<file path="config.mk">
export PLATFORM = sky130hd
export DESIGN_NAME = bin2bcd_seq
export DESIGN_NICKNAME = d
export VERILOG_FILES = /design/src/rtl/bcd_pkg.sv /design/src/rtl/bcd_digit_adj.sv /design/src/rtl/bin2bcd_seq.sv
export SDC_FILE = /design/constraint.sdc
export NUM_CORES = 1
export LEC_CHECK = 0
export CAP_MARGIN = 20
export CORE_MARGIN = 4
export CORE_UTILIZATION = 44
export DETAILED_ROUTE_END_ITERATION = 12
export GPL_TIMING_DRIVEN = 0
export PLACE_DENSITY_LB_ADDON = 0.1
export SYNTH_ARGS = -nofsm -noshare
export SYNTH_HDL_FRONTEND = slang
export SYNTH_SLANG_ARGS = --single-unit
</file>
<file path="constraint.sdc">
create_clock -name CLOCK_50 -period 2 [get_ports CLOCK_50]
set_input_delay 0.3 -clock CLOCK_50 [delete_from_list [all_inputs] [get_ports CLOCK_50]]
set_output_delay 0.3 -clock CLOCK_50 [all_outputs]
set_load 0.02 [all_outputs]
</file>
<file path="src/rtl/bcd_pkg.sv">
// Shared types and helpers for the sequential binary-to-BCD converter.
// min_digits() is elaborated at compile time and by the testbench only.
package bcd_pkg;

    typedef enum logic [1:0] {
        IDLE  = 2'd0,
        SHIFT = 2'd1,
        DONE  = 2'd2
    } state_t;

    localparam int BCD_DIGIT_W = 4;

    // Smallest d with 10^d >= 2^width, i.e. ceil(width*log10(2)).
    function automatic int min_digits(input int width);
        longint unsigned pow2;
        longint unsigned pow10;
        int              d;
        pow2  = 64'd1 << width;
        pow10 = 64'd1;
        d     = 0;
        while (pow10 < pow2) begin
            pow10 = pow10 * 64'd10;
            d     = d + 1;
        end
        return d;
    endfunction

endpackage

</file>
<file path="src/rtl/bcd_digit_adj.sv">
// Double-dabble digit correction: a digit of 5 or more gets +3 so that the
// following left shift carries cleanly into the next decimal digit.
module bcd_digit_adj
    import bcd_pkg::*;
(
    input  logic [BCD_DIGIT_W-1:0] digit_in,
    output logic [BCD_DIGIT_W-1:0] digit_out
);

    always_comb begin
        if (digit_in >= BCD_DIGIT_W'(5)) begin
            digit_out = digit_in + BCD_DIGIT_W'(3);
        end else begin
            digit_out = digit_in;
        end
    end

endmodule

</file>
<file path="src/rtl/bin2bcd_seq.sv">
// Sequential shift-and-add-3 binary-to-BCD converter, one bit per clock,
// with start/busy/done handshake and optional two's-complement input.
module bin2bcd_seq
    import bcd_pkg::*;
#(
    parameter int WIDTH  = 8,
    parameter int DIGITS = 3
) (
    input  logic                          CLOCK_50,
    input  logic                          rst_n,
    input  logic                          start,
    input  logic                          signed_mode,
    input  logic [WIDTH-1:0]              bin_in,
    output logic                          busy,
    output logic                          done,
    output logic                          neg,
    output logic [BCD_DIGIT_W*DIGITS-1:0] bcd_out
);

    localparam int BCD_W = BCD_DIGIT_W * DIGITS;
    localparam int CNT_W = $clog2(WIDTH + 1);

    state_t             state_q, state_d;
    logic               busy_q, busy_d;
    logic               done_q, done_d;
    logic               neg_q, neg_d;
    logic               neg_pend_q, neg_pend_d;
    logic [BCD_W-1:0]   bcd_out_q, bcd_out_d;
    logic [BCD_W-1:0]   bcd_acc_q, bcd_acc_d;
    logic [WIDTH-1:0]   bin_sr_q, bin_sr_d;
    logic [CNT_W-1:0]   cnt_q, cnt_d;

    logic [BCD_W-1:0]       adj_acc;
    logic [BCD_W+WIDTH-1:0] work_next;
    logic                   in_is_neg;
    logic [WIDTH-1:0]       in_mag;
    logic                   capture;

    for (genvar g = 0; g < DIGITS; g++) begin : g_adj
        bcd_digit_adj u_adj (
            .digit_in  (bcd_acc_q[g*BCD_DIGIT_W +: BCD_DIGIT_W]),
            .digit_out (adj_acc[g*BCD_DIGIT_W +: BCD_DIGIT_W])
        );
    end

    always_comb begin
        state_d    = state_q;
        neg_d      = neg_q;
        neg_pend_d = neg_pend_q;
        bcd_out_d  = bcd_out_q;
        bcd_acc_d  = bcd_acc_q;
        bin_sr_d   = bin_sr_q;
        cnt_d      = cnt_q;

        // The most negative input negates to 2^(WIDTH-1), which still fits unsigned.
        in_is_neg = signed_mode & bin_in[WIDTH-1];
        in_mag    = in_is_neg ? (~bin_in + WIDTH'(1)) : bin_in;
        work_next = {adj_acc, bin_sr_q} << 1;
        capture   = start && (state_q == IDLE || state_q == DONE);

        case (state_q)
            IDLE, DONE: begin
                state_d = capture ? SHIFT : IDLE;
            end
            SHIFT: begin
                bcd_acc_d = work_next[BCD_W+WIDTH-1:WIDTH];
                bin_sr_d  = work_next[WIDTH-1:0];
                cnt_d     = cnt_q - CNT_W'(1);
                if (cnt_q == CNT_W'(1)) begin
                    state_d   = DONE;
                    bcd_out_d = work_next[BCD_W+WIDTH-1:WIDTH];
                    neg_d     = neg_pend_q;
                end
            end
            default: begin
                state_d = IDLE;
            end
        endcase

        if (capture) begin
            bcd_acc_d  = '0;
            bin_sr_d   = in_mag;
            cnt_d      = CNT_W'(WIDTH);
            neg_pend_d = in_is_neg;
        end

        busy_d = (state_d == SHIFT);
        done_d = (state_d == DONE);
    end

    always_ff @(posedge CLOCK_50 or negedge rst_n) begin
        if (!rst_n) begin
            state_q    <= IDLE;
            busy_q     <= 1'b0;
            done_q     <= 1'b0;
            neg_q      <= 1'b0;
            neg_pend_q <= 1'b0;
            bcd_out_q  <= '0;
            bcd_acc_q  <= '0;
            bin_sr_q   <= '0;
            cnt_q      <= '0;
        end else begin
            state_q    <= state_d;
            busy_q     <= busy_d;
            done_q     <= done_d;
            neg_q      <= neg_d;
            neg_pend_q <= neg_pend_d;
            bcd_out_q  <= bcd_out_d;
            bcd_acc_q  <= bcd_acc_d;
            bin_sr_q   <= bin_sr_d;
            cnt_q      <= cnt_d;
        end
    end

    assign busy    = busy_q;
    assign done    = done_q;
    assign neg     = neg_q;
    assign bcd_out = bcd_out_q;

endmodule
</file>
==> impl_metrics.py, run 1 <==
metrics = {
    "global_route": {
        "grt_max_degree": 30,
        "grt_first_pass_wirelength_um": 7630,
        "overflow": 0,
        "grt.total_usage": 0.159,
        "grt_pass1_vias": 1676,
        "antenna_found_initial": 0,
    },
    "timing": {
        "worst_pin_slew_ns": 0.435,
        "slew_headroom": 0.710,
        "rsz0062_at_grt": "false",
        "min_period_ns": 1.79,
        "fin_skew_ns": 0.00455,
        "hold_ws_ns": 0.440,
        "maxSlewViolCount": 0,
        "timing.final.hold_violations": 0,
        "max_freq_mhz": 558,
        "period_share": 0.897,
        "setup_viol": 0,
    },
    "drt": {
        "dr.pass1.iters": 4,
        "wl_per_cell_um": 14.7,
        "via_count": 1589,
        "vias_per_cell": 5.48,
        "final_antenna_net_count": 0,
        "drc": 0,
        "drtIter0Drc": 84,
        "drt-total-wl_um": 4250,
    },
    "floorplanning": {
        "ios": 27,
        "die_area_mm2": 0.00597,
        "die_w_um": 77.3,
        "initial_core_util": 0.469,
        "core_mm2": 0.00450,
        "dieHeight_um": 77.3,
        "rows": 24,
    },
    "cts": {
        "cts_repair_resize_count": 0,
        "clock-sinks": 42,
        "cts-root-buf": "clkbuf_8",
        "cts_buffers": 5,
        "ctsHoldBuffers": 1,
        "cts_tree": "yes",
        "cts.clk_slew.worst_paths_ns": 0.08,
        "clock_path_buffers": 2,
        "htreeDepth": 2,
        "insertion_delay_ns": 0.29,
        "post_cts.repair.setup_buffers": 0,
    },
    "place": {
        "gp_congestion": 0.790,
        "io_buffers": 26,
        "hpwl_um": 3220,
        "dpl_cell_area_mm2": 0.00245,
    },
    "logic_synthesis": {
        "async_flop_share": 1.00,
        "synth_cell_type_count": 37,
        "avgSynthCellArea_um2": 10.5,
        "syn_inst": 202,
        "yosysSeqAreaShare": 0.498,
        "synthesis.nets": 223,
        "ys_ff_latch": 42,
        "synth_edf_count": 0,
        "netlist_area_mm2": 0.00211,
        "synth_warnings": 0,
        "synthFlopType": "dfrtp_1",
    },
    "outcome": {
        "status": "complete, no violations",
    },
    "pwr": {
        "seqPwrFrac": 0.372,
        "power.total_uw": 4040,
        "pwr_density_cell_mw_per_mm2": 1570,
        "comb_power_share": 0.473,
        "p_int_uw": 2490,
        "power_frac_clock": 0.155,
        "p_leak_uw": 0.00115,
        "swShare": 0.384,
        "ir_drop_mv": 0.671,
        "p_switching_uw": 1550,
    },
    "final_layout": {
        "area_growth_pct": 21.8,
        "layout_commonest_cell": "dfrtp_1",
        "postLayoutCellArea_mm2": 0.00257,
        "layout-drive-gt1-share": 0.147,
        "diodes": 0,
        "nNetsFinal": 258,
        "final_cell_mix": "dfrtp_1 (42), o21ai_0 (25), clkdlybuf4s50_1 (25)",
        "n_fill_cell": 372,
        "utilization": 0.571,
    },
    "worst_setup_path": {
        "crit_arrival_ns": 1.97,
        "critPathRequiredTime_ns": 2.17,
        "crit_type": "flip-flop to flip-flop",
        "cp-end-kind": "flip-flop",
        "cp-start-kind": "flip-flop",
        "crit_fanout": 8,
    },
    "hold_path": {
        "hold_path_class": "input port to async pin",
    },
    "job": {
        "cap_violations": 0,
    },
}
kinds of logic (layout without fill, tap and decap cells):
logic type | after synthesis | in the layout | share of synthesized area
multiplexers | 15 | 15 | 0.0800
buffers and inverters | 19 | 55 | 0.0421
AND/OR/NAND/NOR | 53 | 53 | 0.139
adder cells (fa/ha/maj) | 9 | 9 | 0.0533
XOR/XNOR | 9 | 9 | 0.0373
flip-flops | 42 | 42 | 0.498
AO/OA/AOI/OAI | 55 | 55 | 0.151
layer usage:
layer	global-route usage	up-vias	wire length, um
li1	-	779	-
met1	0.192	770	1880
met2	0.275	32	2130
met3	0.0363	8	155
met4	0.0587	0	80
met5	0	-	0
flip-flops by register name (all words and copies together), names as in the netlist:
| register | count |
|---|---|
| bcd_acc_q | 12 |
| bcd_out | 12 |
| bin_sr_q | 8 |
| cnt_q | 4 |
| state_q | 2 |
| busy | 1 |
| done | 1 |
| neg | 1 |
| neg_pend_q | 1 |
area by class of cell:
class | instances | area, um^2 | area share
plain buffers | 7 | 43.8 | 0.0170
multi-input cells | 141 | 972 | 0.378
well taps | 52 | 65.1 | 0.0253
clock buffers | 8 | 110 | 0.0428
flip-flops and latches | 42 | 1050 | 0.409
inverters | 12 | 45.0 | 0.0175
repair buffers | 28 | 285 | 0.111
worst paths after layout:
kind / from / endpoint / slack, ns / cells past startpoint
worst min register to register: neg_pend_q$_DFFE_PN0P_ / neg_pend_q$_DFFE_PN0P_ / 0.48 / 2
worst max register to register: cnt_q[1]$_DFFE_PN0P_ / bcd_out[10]$_DFFE_PN0P_ / 0.21 / 6
min in group CLOCK_50: neg_pend_q$_DFFE_PN0P_ / neg_pend_q$_DFFE_PN0P_ / 0.48 / 2
worst max-delay path: cnt_q[1]$_DFFE_PN0P_ / bcd_out[10]$_DFFE_PN0P_ / 0.21 / 6
worst min-delay path: rst_n / bcd_out[5]$_DFFE_PN0P_ / 0.44 / 2
max in group asynchronous: rst_n / bcd_acc_q[0]$_DFFE_PN0P_ / 1.09 / 3
critical path, cell delays in order, from the launching register on:
cell and delay (ns):
dfrtp_1 0.41, inv_1 0.10, ha_1 0.16, nor3b_4 0.33, nand2_2 0.15, inv_2 0.18, mux2_2 0.36
synth_stat cells (4+ instances only):
library cell | instances | area [um^2]
a31oi_1 | 6 | 37.5
mux2_2 | 11 | 124
a21oi_1 | 11 | 55.1
ha_1 | 9 | 113
a22o_1 | 5 | 43.8
inv_1 | 11 | 41.3
nor3_1 | 5 | 25.0
o21ai_0 | 25 | 125
nor2_1 | 8 | 30.0
xnor2_1 | 8 | 70.1
a22oi_1 | 5 | 37.5
nand2b_1 | 4 | 25.0
dfrtp_1 | 42 | 1050
nand2_1 | 21 | 78.8
power by group through the flow:
stage	clock network [uW]	registers [uW]	logic, uW
global placement	0	1490	1870
CTS	655	1500	1940
detailed placement	0	1520	1940
global route	682	1550	2140
floorplan	0	1620	1170
finish	626	1500	1910
per-stage QoR:
step	cells	setup TNS, ns	setup WS, ns
final	290	0	0.207
after global routing	290	0	0.109
after CTS	290	0	0.199
after detailed placement	281	0	0.190
after global placement	280	-17.18	-0.411
after floorplan	202	0	0.504
Note: power is estimated with default switching activity, not from simulation.
==> run 2, diff against run 1 <==
Settings changed: ABC_AREA set to 1, TNS_END_PERCENT set to 100.
Clock period 2 ns to 2.2 ns, I/O delays scaled along.
==> run 2 against run 1 <==
Net effect: the run now ends with negative hold slack left; clock power down 17%; global-route usage down 0.11 points; setup slack better by 0.40 ns; routed wire length down 1.1%; register-to-register slack better by 0.55 ns; via count up 5.9%; sequential share of layout area up 0.18 points; largest power group unchanged; highest routed layer unchanged.
==> impl_metrics.py, run 2 <==
metrics = {
    "worst_setup_path": {
        "crit_chain": "clkdlybuf4s50_1",
        "cp-startpoint": "bcd_out[8]$_DFFE_PN0P_",
        "critical_path_buf_inv_count": 1,
        "critPathRequiredTime_ns": 1.87,
        "ff2ff_path_depth": 8,
        "critPathMaxStageDelay_ns": 0.61,
        "critPathTopFamily": "buffers and inverters",
        "rrSetupSlack_ns": 0.76,
        "crit_type": "flip-flop to output port",
        "crit_cells": 1,
        "crit_arrival_ns": 1.26,
        "cp-end-kind": "output port",
        "crit_fanout": 2,
        "crit_slowest_cell": "clkdlybuf4s50_1",
        "endpoint": "bcd_out[8]",
        "reg2reg_from": "cnt_q[1]$_DFFE_PN0P_",
        "r2r_end": "neg$_DFFE_PN0P_",
        "cp-start-kind": "flip-flop",
    },
    "final_layout": {
        "layout-drive-gt1-share": 0.0839,
        "layout_commonest_cell": "nand2_1",
        "diodes": 0,
        "multi_input_area_um2": 901,
        "seq_area_mm2": 0.00105,
        "n_fill_cell": 432,
        "final_cell_count_no_fill": 338,
        "final_cell_mix": "nand2_1 (70), dfrtp_1 (42), inv_1 (32)",
        "nNetsFinal": 306,
        "postLayoutCellArea_mm2": 0.00256,
        "area_growth_pct": 20.9,
        "utilization": 0.569,
    },
    "drt": {
        "final_antenna_net_count": 0,
        "wl_per_cell_um": 12.4,
        "via_count": 1682,
        "drc": 0,
        "dr.pass1.iters": 4,
        "vias_per_cell": 4.98,
        "drtIter0Drc": 64,
        "drt-total-wl_um": 4210,
    },
    "outcome": {
        "failed_checks": "negative hold slack",
        "status": "finished with violations",
    },
    "pwr": {
        "swShare": 0.427,
        "power_frac_clock": 0.141,
        "p_int_uw": 2120,
        "seqPwrFrac": 0.361,
        "pwr_density_cell_mw_per_mm2": 1440,
        "comb_power_share": 0.498,
        "p_leak_uw": 0.00129,
        "ir_drop_mv": 0.579,
        "p_switching_uw": 1580,
    },
    "place": {
        "gp_congestion": 0.761,
        "dpl.cell_count": 330,
        "hpwl_um": 3090,
        "post-place-ws_ns": 0.581,
        "io_buffers": 26,
        "dpl_cell_area_mm2": 0.00247,
    },
    "logic_synthesis": {
        "muxShareOfSynthArea": 0,
        "ys_ff_latch": 42,
        "syn_inst": 251,
        "async_flop_share": 1.00,
        "synth.top_cells.by_area": "dfrtp_1 (50%), nand2_1 (12%), o21ai_0 (6.4%)",
        "post-synth-top-count-cell": "nand2_1",
        "synth_cell_type_count": 25,
        "synth-simple-area-share": 0.244,
        "synth_top_area_frac": 0.496,
        "yosysSeqAreaShare": 0.496,
        "synth_top_area_cell": "dfrtp_1",
        "synthesis.nets": 272,
        "synth-compound-area-share": 0.112,
        "ys_top_cells_by_count": "nand2_1 (70), dfrtp_1 (42), inv_1 (32)",
        "synth_edf_count": 0,
        "synth_warnings": 0,
        "synthAdderAreaFrac": 0.0532,
        "synth_top_family_by_area": "simple AND/OR/NAND/NOR gates",
        "avgSynthCellArea_um2": 8.44,
        "synthFlopType": "dfrtp_1",
        "synthXorXnorAreaFrac": 0.0165,
        "netlist_area_mm2": 0.00212,
    },
    "timing": {
        "hold_ws_ns": -0.000716,
        "fin_skew_ns": 0.00633,
        "setup_viol": 0,
        "slew_headroom": 0.650,
        "period_share": 0.724,
        "rsz0062_at_grt": "false",
        "timing.final.hold_violations": 2,
        "fin_ws_ns": 0.606,
        "min_period_ns": 1.59,
        "maxSlewViolCount": 0,
        "worst_pin_slew_ns": 0.524,
        "max_freq_mhz": 627,
    },
    "cts": {
        "cts-root-buf": "clkbuf_8",
        "clock-sinks": 42,
        "cts.clk_slew.worst_paths_ns": 0.08,
        "cts_tree": "yes",
        "insertion_delay_ns": 0.30,
        "cts_repair_resize_count": 0,
        "ctsHoldBuffers": 0,
        "post_cts.repair.setup_buffers": 0,
        "cts_buffers": 5,
        "htreeDepth": 2,
        "clock_path_buffers": 2,
    },
    "global_route": {
        "grt_max_degree": 23,
        "antenna_found_initial": 0,
        "grt_pass1_vias": 1655,
        "grt_first_pass_wirelength_um": 7490,
        "overflow": 0,
        "grt.total_usage": 0.158,
    },
    "floorplanning": {
        "die_w_um": 77.4,
        "core_mm2": 0.00450,
        "die_area_mm2": 0.00599,
        "dieHeight_um": 77.4,
        "ios": 27,
        "initial_core_util": 0.470,
        "rows": 24,
    },
    "hold_path": {
        "hold_path_class": "input port to async pin",
    },
    "job": {
        "cap_violations": 0,
    },
}
## run 2: cell families after synthesis
kind of cell	after synthesis
compound gates	43
xor+xnor	4
fa+ha+maj	9
buf+inv	39
flops	42
simple gates	114
## run 2: through the flow
stage | TNS, ns | hold slack [ns] | power, uW
after floorplan | 0 | 0.0344 | 2620
after global placement | -14.06 | 0.465 | 3160
after detailed placement | 0 | 0.337 | 3210
after CTS | 0 | 0.00899 | 3740
after global routing | 0 | 0.0285 | 4050
final | 0 | -0.000716 | 3700
## run 2: power by group through the flow
stage / Sequential [uW] / Combinational [uW] / Clock [uW]
6_report: 1340 / 1840 / 522
5_1_grt: 1380 / 2090 / 582
3_5_place_dp: 1350 / 1860 / 0
3_3_place_gp: 1340 / 1820 / 0
2_1_floorplan: 1450 / 1170 / 0
4_1_cts: 1340 / 1870 / 540
## run 2: worst min-delay path by stage
stage | from | end | slack [ns] | cells past startpoint
2_1_floorplan | rst_n | bcd_acc_q[0]$_DFFE_PN0P_ | 0.03 | 0
3_3_place_gp | bin_sr_q[0]$_DFFE_PN0P_ | bin_sr_q[0]$_DFFE_PN0P_ | 0.47 | 2
3_5_place_dp | rst_n | cnt_q[3]$_DFFE_PN0P_ | 0.34 | 1
4_1_cts | rst_n | cnt_q[3]$_DFFE_PN0P_ | 0.009 | 1
5_1_grt | rst_n | cnt_q[3]$_DFFE_PN0P_ | 0.03 | 1
6_report | rst_n | cnt_q[3]$_DFFE_PN0P_ | -0.0007 | 1
## run 2: final cells by class
class                   instances  area share
repair buffers                 27       0.110
clock buffers                   6      0.0322
plain buffers                   4      0.0127
flip-flops and latches         42       0.410
multi-input cells             170       0.352
inverters                      35      0.0523
well taps                      52      0.0254
clock inverters                 2     0.00489
## run 2: per-layer routing
layer | routed length (um) | up-vias | share of wire | GRT usage
li1 | - | 870 | - | -
met1 | 2060 | 778 | 0.49 | 0.200
met2 | 1920 | 29 | 0.46 | 0.261
met3 | 170 | 5 | 0.040 | 0.0451
met4 | 59 | 0 | 0.014 | 0.0516
met5 | 0 | - | 0 | 0
